**config.mk**
```make
export PLATFORM = sky130hd
export DESIGN_NAME = amber48_uart_rx_flat
export DESIGN_NICKNAME = d
export VERILOG_FILES = /design/src/rtl/amber48_uart_rx_if.sv /design/src/rtl/amber48_uart_rx.sv /design/src/flat_wrapper.sv
export SDC_FILE = /design/constraint.sdc
export NUM_CORES = 1
export LEC_CHECK = 0
export BUFFER_PORTS_ARGS = -buffer_cell sky130_fd_sc_hd__buf_2
export CORE_AREA = 2 2 105 107
export DETAILED_ROUTE_END_ITERATION = 6
export DIE_AREA = 0 0 107 109
export GPL_ROUTABILITY_DRIVEN = 0
export SYNTH_ARGS = -nofsm -noshare
export SYNTH_HDL_FRONTEND = slang
export SYNTH_SLANG_ARGS = --single-unit
```
**constraint.sdc**
```tcl
create_clock -name sys_clk -period 6.62 [get_ports sys_clk]
set_clock_uncertainty 0.15 [all_clocks]
set_input_delay 0.331 -clock sys_clk [delete_from_list [all_inputs] [get_ports sys_clk]]
set_output_delay 0.331 -clock sys_clk [all_outputs]
set_load 0.02 [all_outputs]
```
**src/rtl/amber48_uart_rx_if.sv**
```systemverilog
// Valid/ready pop channel between the UART receive FIFO and its MMIO consumer.
interface amber48_uart_rx_if;
    logic [7:0] data_o;
    logic       valid_o;
    logic       ready_i;

    modport master (output data_o, output valid_o, input ready_i);
    modport slave  (input data_o, input valid_o, output ready_i);
endinterface

```
**src/rtl/amber48_uart_rx.sv**
```systemverilog
// amber48 UART receiver: 2-flop synchroniser, 8N1 deserialiser FSM and a small pop FIFO.
// Define AMBER48_UART_RX_PARITY_EN to add an even-parity bit and the parity_err_o flag.
module amber48_uart_rx #(
    parameter int unsigned CLOCK_FREQ_HZ = 27_000_000,
    parameter int unsigned BAUD_RATE     = 115_200,
    parameter int unsigned FIFO_DEPTH    = 4
) (
    input  logic               sys_clk,
    input  logic               rst_sync_n,
    input  logic               rx_i,
    amber48_uart_rx_if.master  pop,
    output logic               frame_err_o,
    output logic               overrun_o,
`ifdef AMBER48_UART_RX_PARITY_EN
    output logic               parity_err_o,
`endif
    input  logic               err_clr_i,
    output logic               busy_o
);

    localparam int unsigned CLKS_PER_BIT = CLOCK_FREQ_HZ / BAUD_RATE;
    localparam int unsigned HALF_BIT     = CLKS_PER_BIT / 2;
    localparam int unsigned CNT_W        = $clog2(CLKS_PER_BIT);
    localparam int unsigned PTR_W        = $clog2(FIFO_DEPTH);
    localparam int unsigned OCC_W        = PTR_W + 1;

    typedef enum logic [2:0] {
        S_IDLE,
        S_START,
        S_DATA,
`ifdef AMBER48_UART_RX_PARITY_EN
        S_PARITY,
`endif
        S_STOP,
        S_BRK_WAIT
    } state_e;

    state_e             state_q, state_n;
    logic [1:0]         sync_q;
    logic               rx_s;
    logic [CNT_W-1:0]   cnt_q;
    logic [2:0]         bit_idx_q;
    logic [7:0]         shift_q;
    logic               tick_c;
    logic               cnt_clr_c, bit_clr_c, shift_c, push_req_c, ferr_set_c;
    logic               busy_q, frame_err_q, overrun_q;

    logic [7:0]         mem_q [FIFO_DEPTH];
    logic [PTR_W-1:0]   wr_ptr_q, rd_ptr_q;
    logic [OCC_W-1:0]   occ_q, occ_n;
    logic [7:0]         data_q, data_n;
    logic               valid_q;
    logic               pop_c, full_c, push_c, ovr_set_c;

`ifdef AMBER48_UART_RX_PARITY_EN
    logic               par_bad_q, perr_set_c, parity_err_q;
`endif

    assign rx_s   = sync_q[1];
    assign tick_c = (state_q == S_START) ? (cnt_q == CNT_W'(HALF_BIT - 1))
                                         : (cnt_q == CNT_W'(CLKS_PER_BIT - 1));

    // Line synchroniser; resets to the idle-high level.
    always_ff @(posedge sys_clk or negedge rst_sync_n) begin
        if (!rst_sync_n) sync_q <= 2'b11;
        else             sync_q <= {sync_q[0], rx_i};
    end

    // FSM state register.
    always_ff @(posedge sys_clk or negedge rst_sync_n) begin
        if (!rst_sync_n) state_q <= S_IDLE;
        else             state_q <= state_n;
    end

    // Next-state logic.
    always_comb begin
        state_n = state_q;
        case (state_q)
            S_IDLE:     if (!rx_s) state_n = S_START;
            S_START:    if (tick_c) state_n = rx_s ? S_IDLE : S_DATA;
`ifdef AMBER48_UART_RX_PARITY_EN
            S_DATA:     if (tick_c && bit_idx_q == 3'd7) state_n = S_PARITY;
            S_PARITY:   if (tick_c) state_n = S_STOP;
`else
            S_DATA:     if (tick_c && bit_idx_q == 3'd7) state_n = S_STOP;
`endif
            S_STOP:     if (tick_c) state_n = rx_s ? S_IDLE : S_BRK_WAIT;
            S_BRK_WAIT: if (rx_s) state_n = S_IDLE;
            default:    state_n = S_IDLE;
        endcase
    end

    // Per-state datapath controls.
    always_comb begin
        cnt_clr_c  = 1'b0;
        bit_clr_c  = 1'b0;
        shift_c    = 1'b0;
        push_req_c = 1'b0;
        ferr_set_c = 1'b0;
`ifdef AMBER48_UART_RX_PARITY_EN
        perr_set_c = 1'b0;
`endif
        case (state_q)
            S_IDLE:     cnt_clr_c = 1'b1;
            S_START: begin
                cnt_clr_c = tick_c;
                bit_clr_c = tick_c;
            end
            S_DATA: begin
                cnt_clr_c = tick_c;
                shift_c   = tick_c;
            end
`ifdef AMBER48_UART_RX_PARITY_EN
            S_PARITY: begin
                cnt_clr_c  = tick_c;
                perr_set_c = tick_c && (^{shift_q, rx_s});
            end
            S_STOP: begin
                cnt_clr_c  = tick_c;
                push_req_c = tick_c && rx_s && !par_bad_q;
                ferr_set_c = tick_c && !rx_s;
            end
`else
            S_STOP: begin
                cnt_clr_c  = tick_c;
                push_req_c = tick_c && rx_s;
                ferr_set_c = tick_c && !rx_s;
            end
`endif
            S_BRK_WAIT: cnt_clr_c = 1'b1;
            default:    cnt_clr_c = 1'b1;
        endcase
    end

    // Shared bit-timing counter, bit index and LSB-first shift register.
    always_ff @(posedge sys_clk or negedge rst_sync_n) begin
        if (!rst_sync_n) begin
            cnt_q     <= '0;
            bit_idx_q <= '0;
            shift_q   <= '0;
        end else begin
            cnt_q <= cnt_clr_c ? '0 : cnt_q + CNT_W'(1);
            if (bit_clr_c)    bit_idx_q <= '0;
            else if (shift_c) bit_idx_q <= bit_idx_q + 3'd1;
            if (shift_c)      shift_q   <= {rx_s, shift_q[7:1]};
        end
    end

    // FIFO push/pop decisions; a pop frees the slot a full-FIFO push needs.
    assign pop_c     = valid_q && pop.ready_i;
    assign full_c    = (occ_q == OCC_W'(FIFO_DEPTH));
    assign push_c    = push_req_c && (!full_c || pop_c);
    assign ovr_set_c = push_req_c && full_c && !pop_c;

    always_comb begin
        occ_n = occ_q + OCC_W'(push_c) - OCC_W'(pop_c);
        data_n = data_q;
        if (pop_c && occ_q > OCC_W'(1))
            data_n = mem_q[rd_ptr_q + PTR_W'(1)];
        else if (push_c && (occ_q == '0 || pop_c))
            data_n = shift_q;
    end

    always_ff @(posedge sys_clk or negedge rst_sync_n) begin
        if (!rst_sync_n) begin
            for (int unsigned i = 0; i < FIFO_DEPTH; i++) mem_q[i] <= '0;
            wr_ptr_q <= '0;
            rd_ptr_q <= '0;
            occ_q    <= '0;
            data_q   <= '0;
            valid_q  <= 1'b0;
        end else begin
            if (push_c) begin
                mem_q[wr_ptr_q] <= shift_q;
                wr_ptr_q        <= wr_ptr_q + PTR_W'(1);
            end
            if (pop_c) rd_ptr_q <= rd_ptr_q + PTR_W'(1);
            occ_q   <= occ_n;
            data_q  <= data_n;
            valid_q <= (occ_n != '0);
        end
    end

    // Sticky flags: a set in the same cycle as a clear wins.
    always_ff @(posedge sys_clk or negedge rst_sync_n) begin
        if (!rst_sync_n) begin
            frame_err_q <= 1'b0;
            overrun_q   <= 1'b0;
            busy_q      <= 1'b0;
        end else begin
            frame_err_q <= ferr_set_c | (frame_err_q & ~err_clr_i);
            overrun_q   <= ovr_set_c  | (overrun_q & ~err_clr_i);
            busy_q      <= (state_n != S_IDLE);
        end
    end

`ifdef AMBER48_UART_RX_PARITY_EN
    always_ff @(posedge sys_clk or negedge rst_sync_n) begin
        if (!rst_sync_n) begin
            par_bad_q    <= 1'b0;
            parity_err_q <= 1'b0;
        end else begin
            if (state_q == S_PARITY && tick_c) par_bad_q <= ^{shift_q, rx_s};
            parity_err_q <= perr_set_c | (parity_err_q & ~err_clr_i);
        end
    end

    assign parity_err_o = parity_err_q;
`endif

    assign pop.data_o  = data_q;
    assign pop.valid_o = valid_q;
    assign frame_err_o = frame_err_q;
    assign overrun_o   = overrun_q;
    assign busy_o      = busy_q;

endmodule
```
**src/flat_wrapper.sv**
```systemverilog
// flat-port wrapper written by rule: the top's interface ports become plain ports
module amber48_uart_rx_flat 
#(
    parameter int unsigned CLOCK_FREQ_HZ = 27_000_000,
    parameter int unsigned BAUD_RATE     = 115_200,
    parameter int unsigned FIFO_DEPTH    = 4
)
  (sys_clk, rst_sync_n, rx_i, frame_err_o, overrun_o, err_clr_i, busy_o, pop_data_o, pop_valid_o, pop_ready_i);
  amber48_uart_rx_if pop_i ();
  input  logic sys_clk;
  input  logic rst_sync_n;
  input  logic rx_i;
  output logic frame_err_o;
  output logic overrun_o;
  input  logic err_clr_i;
  output logic busy_o;
  output wire logic [$bits(pop_i.data_o)-1:0] pop_data_o;
  output wire logic [$bits(pop_i.valid_o)-1:0] pop_valid_o;
  input wire logic [$bits(pop_i.ready_i)-1:0] pop_ready_i;
  assign pop_data_o = pop_i.data_o;
  assign pop_valid_o = pop_i.valid_o;
  assign pop_i.ready_i = pop_ready_i;
  amber48_uart_rx #(.CLOCK_FREQ_HZ(CLOCK_FREQ_HZ), .BAUD_RATE(BAUD_RATE), .FIFO_DEPTH(FIFO_DEPTH)) u_core (.sys_clk(sys_clk), .rst_sync_n(rst_sync_n), .rx_i(rx_i), .pop(pop_i), .frame_err_o(frame_err_o), .overrun_o(overrun_o), .err_clr_i(err_clr_i), .busy_o(busy_o));
endmodule
```
==> results_dict.tcl <==
set metrics [dict create \
    grt_max_degree 76 \
    antenna_found_initial 0 \
    drive_above_1_share_pct 30.84 \
    seq_power_share_pct 48.2 \
    post-synth-top-area-cell "dfrtp_1" \
    p_leak_nw 1.879 \
    whs_ps -40.74 \
    critPathMaxStageDelay_ps 510 \
    pwr-share-clk_pct 30.8 \
    drv_slew 0 \
    worstReg2RegStart "u_core.cnt_q[1]" \
    timing.rr.end "u_core.pop.valid_o" \
    clock_sinks 75 \
    syn_nets 300 \
    r2r_cells 8 \
    grt-ovfl-total 0 \
    htreeDepth 3 \
    nets 320 \
    path_clk_slew_ps 90 \
    cp-endpoint "u_core.pop.valid_o" \
    path_class "flip-flop to flip-flop" \
    violations "hold timing" \
    grt_pass1_vias 2331 \
    die_area_um2 11660 \
    powerDensity_nw_per_um2 289.3 \
    tns_ps 0 \
    cp.arrival_ps 3020 \
    hold_path_class "input pin to asynchronous set/reset pin" \
    dr.pass1.iters 4 \
    core-area_um2 10600 \
    area_growth_pct 12.04 \
    clock_latency_ps 350 \
    wire_per_inst_um 15.39 \
    synth_ff_type "dfrtp_1" \
    cts_buffers 9 \
    ir_worst_vdd_mv 0.1773 \
    r2r_slack_ps 3680 \
    grt_pass1_wl_mm 11.74 \
    relSlewSlack_pct 25.65 \
    avgViaCountPerCell 5.083 \
    clockBufferDepth 2 \
    io_pins 17 \
    route.detailed.drc 0 \
    crit_required_ps 6700 \
    clockRootBuffer "clkbuf_8" \
    die_h_um 109 \
    antennaDiodeCount 0 \
    hold_viol 32 \
    drv_cap 0 \
    critPathMostFrequentCell "inv_1" \
    die_w_um 107 \
    status "finished with violations" \
    p_int_w 0.0007892 \
    synth.distinct_cells 49 \
    switchingPower_w 0.0003791 \
    worstSetupStartpointType "flip-flop" \
    rows 38 \
    crit_chain "nand3b_1, nor2_1, and3_1, ha_1, inv_1, fa_1, inv_1, or3_1" \
    numPortBuffers 16 \
    netlist_area_um2 3605 \
    finalCriticalPeriod_ps 2938 \
    yosysSeqAreaShare_pct 52.13 \
    hpwl_mm 4.546 \
    start_util_pct 34.00 \
    synthCells 283 \
    endpoint_kind "flip-flop" \
    via_count 2277 \
    yosysWarningCount 0 \
    ys_ff_latch 75 \
    cp_max_fo 9 \
    synth.area.top_cells "dfrtp_1 (51%), mux2_2 (10%), mux4_2 (5.0%)" \
    ys_top_cells_by_count "dfrtp_1 (73), mux2_2 (32), nor2_1 (26), inv_1 (14), o21ai_0 (12)" \
    yosysTopAreaCellShare_pct 50.68 \
    async_reset_ff_share_pct 100.0 \
    worst_slack_ps 3682 \
    drt_iter0_drc 108 \
    avgSynthCellArea_um2 12.74 \
    fmax_mhz 340.4 \
    post-route-period-util_pct 44.38 \
    rsz0062_at_grt "no" \
    cts_tree "done" \
    track_usage_pct 13.28 \
    post_cts_buffers 0 \
    dp_slack_ps 3746 \
    critPathSlowestCell "nor2_1" \
    crit_start "u_core.cnt_q[1]" \
    wl_mm 6.896 \
    synth_edf_count 0 \
    finalSetupViolations 0 \
    comb_power_share_pct 21.0 \
    drtAntennaViolNets 0 \
    tightest_slew_ps 1105 \
    yosysMostFrequentCell "dfrtp_1" \
    p_sw_share_pct 32.45 \
]
cells in the final DEF (no fill, tap or decap), drive strengths merged, types with 3 or more instances in the layout:
master / n
a21oi: 11
a31oi: 8
buf: 18
clkbuf: 11
dfrtp: 73
ha: 11
inv: 16
mux2: 40
mux4: 8
nand2: 7
nand3: 8
nand4: 4
nor2: 26
nor3: 3
nor3b: 4
nor4: 3
o21ai: 12
xnor2: 5
xor2: 6
worst max-delay path, delay by kind of cell, from the launching register on:
kind	cells	cell delay (ps)
flip-flops	1	410
adder cells (fa/ha/maj)	2	640
buffers and inverters	2	90
AND/OR/NAND/NOR	4	1530
worst min path at each step:
stage / endpoint / slack, ps
6_report: u_core.mem_q[3] / -40
5_1_grt: u_core.overrun_o / 8
3_3_place_gp: u_core.sync_q[1] / 200
4_1_cts: u_core.mem_q[3] / 0.2
3_5_place_dp: u_core.sync_q[1] / 200
2_1_floorplan: u_core.bit_idx_q[0] / -110
layout make-up:
type	instances	area [um2]
Timing Repair Buffer	19	107.6
Clock buffer	11	141.4
Clock inverter	5	60.06
Fill cell	1012	6564
Inverter	14	52.55
Multi-Input combinational cell	184	1623
Sequential cell	75	1879
Tap cell	140	175.2
power by group through the flow:
stage,clock network [W],registers [W],logic (W)
after floorplan,0,0.000567,0.000163
after detailed placement,0,0.000574,0.000247
after global placement,0,0.000570,0.000240
after global routing,0.000393,0.000571,0.000278
after CTS,0.000373,0.000565,0.000248
final,0.000360,0.000563,0.000245
through the flow:
stage / util (%) / cells / instance area [um2] / hold WS (ps) / power, W
after floorplan: - / 283 / 3605 / -114.6 / 0.0007299
after global placement: 36.10 / 431 / 3827 / 196.9 / 0.0008107
after detailed placement: 36.10 / 431 / 3827 / 197.8 / 0.0008215
after CTS: 38.09 / 448 / 4039 / 0.1776 / 0.001186
after global routing: 38.09 / 448 / 4039 / 8.016 / 0.001242
final: 38.09 / 448 / 4039 / -40.74 / 0.001168
repair_timing:
action / in CTS / in global routing
endpoints found under the hold margin: 1 / 0
gates resized for setup: 0 / 0
hold buffers: 1 / 0
cells by family after synthesis:
logic type	after synthesis	share of synthesized area (%)
xor+xnor	11	2.673
mux	50	18.88
flops	75	52.13
fa+ha+maj	12	4.373
buf+inv	24	3.019
compound gates	42	7.116
simple gates	69	11.80
sequential cells by signal (all words and copies together), names as in the netlist:
name,count
u_core.busy_o,1
u_core.cnt_q,8
u_core.shift_q,8
u_core.rd_ptr_q,2
u_core.pop.data_o,8
u_core.mem_q,32
u_core.overrun_o,1
u_core.pop.valid_o,1
u_core.bit_idx_q,3
u_core.state_q,3
u_core.wr_ptr_q,2
u_core.sync_q,2
u_core.frame_err_o,1
u_core.occ_q,3
metal layers:
metal  vias up  track usage, %  part of all wire (%)
li1       1070               -                     -
met1      1138           15.87                    43
met2        54           22.52                    51
met3        15           3.228                   4.5
met4         0           6.494                   2.5
met5         -               0                     0
Note: power is estimated with default switching activity, not from simulation.
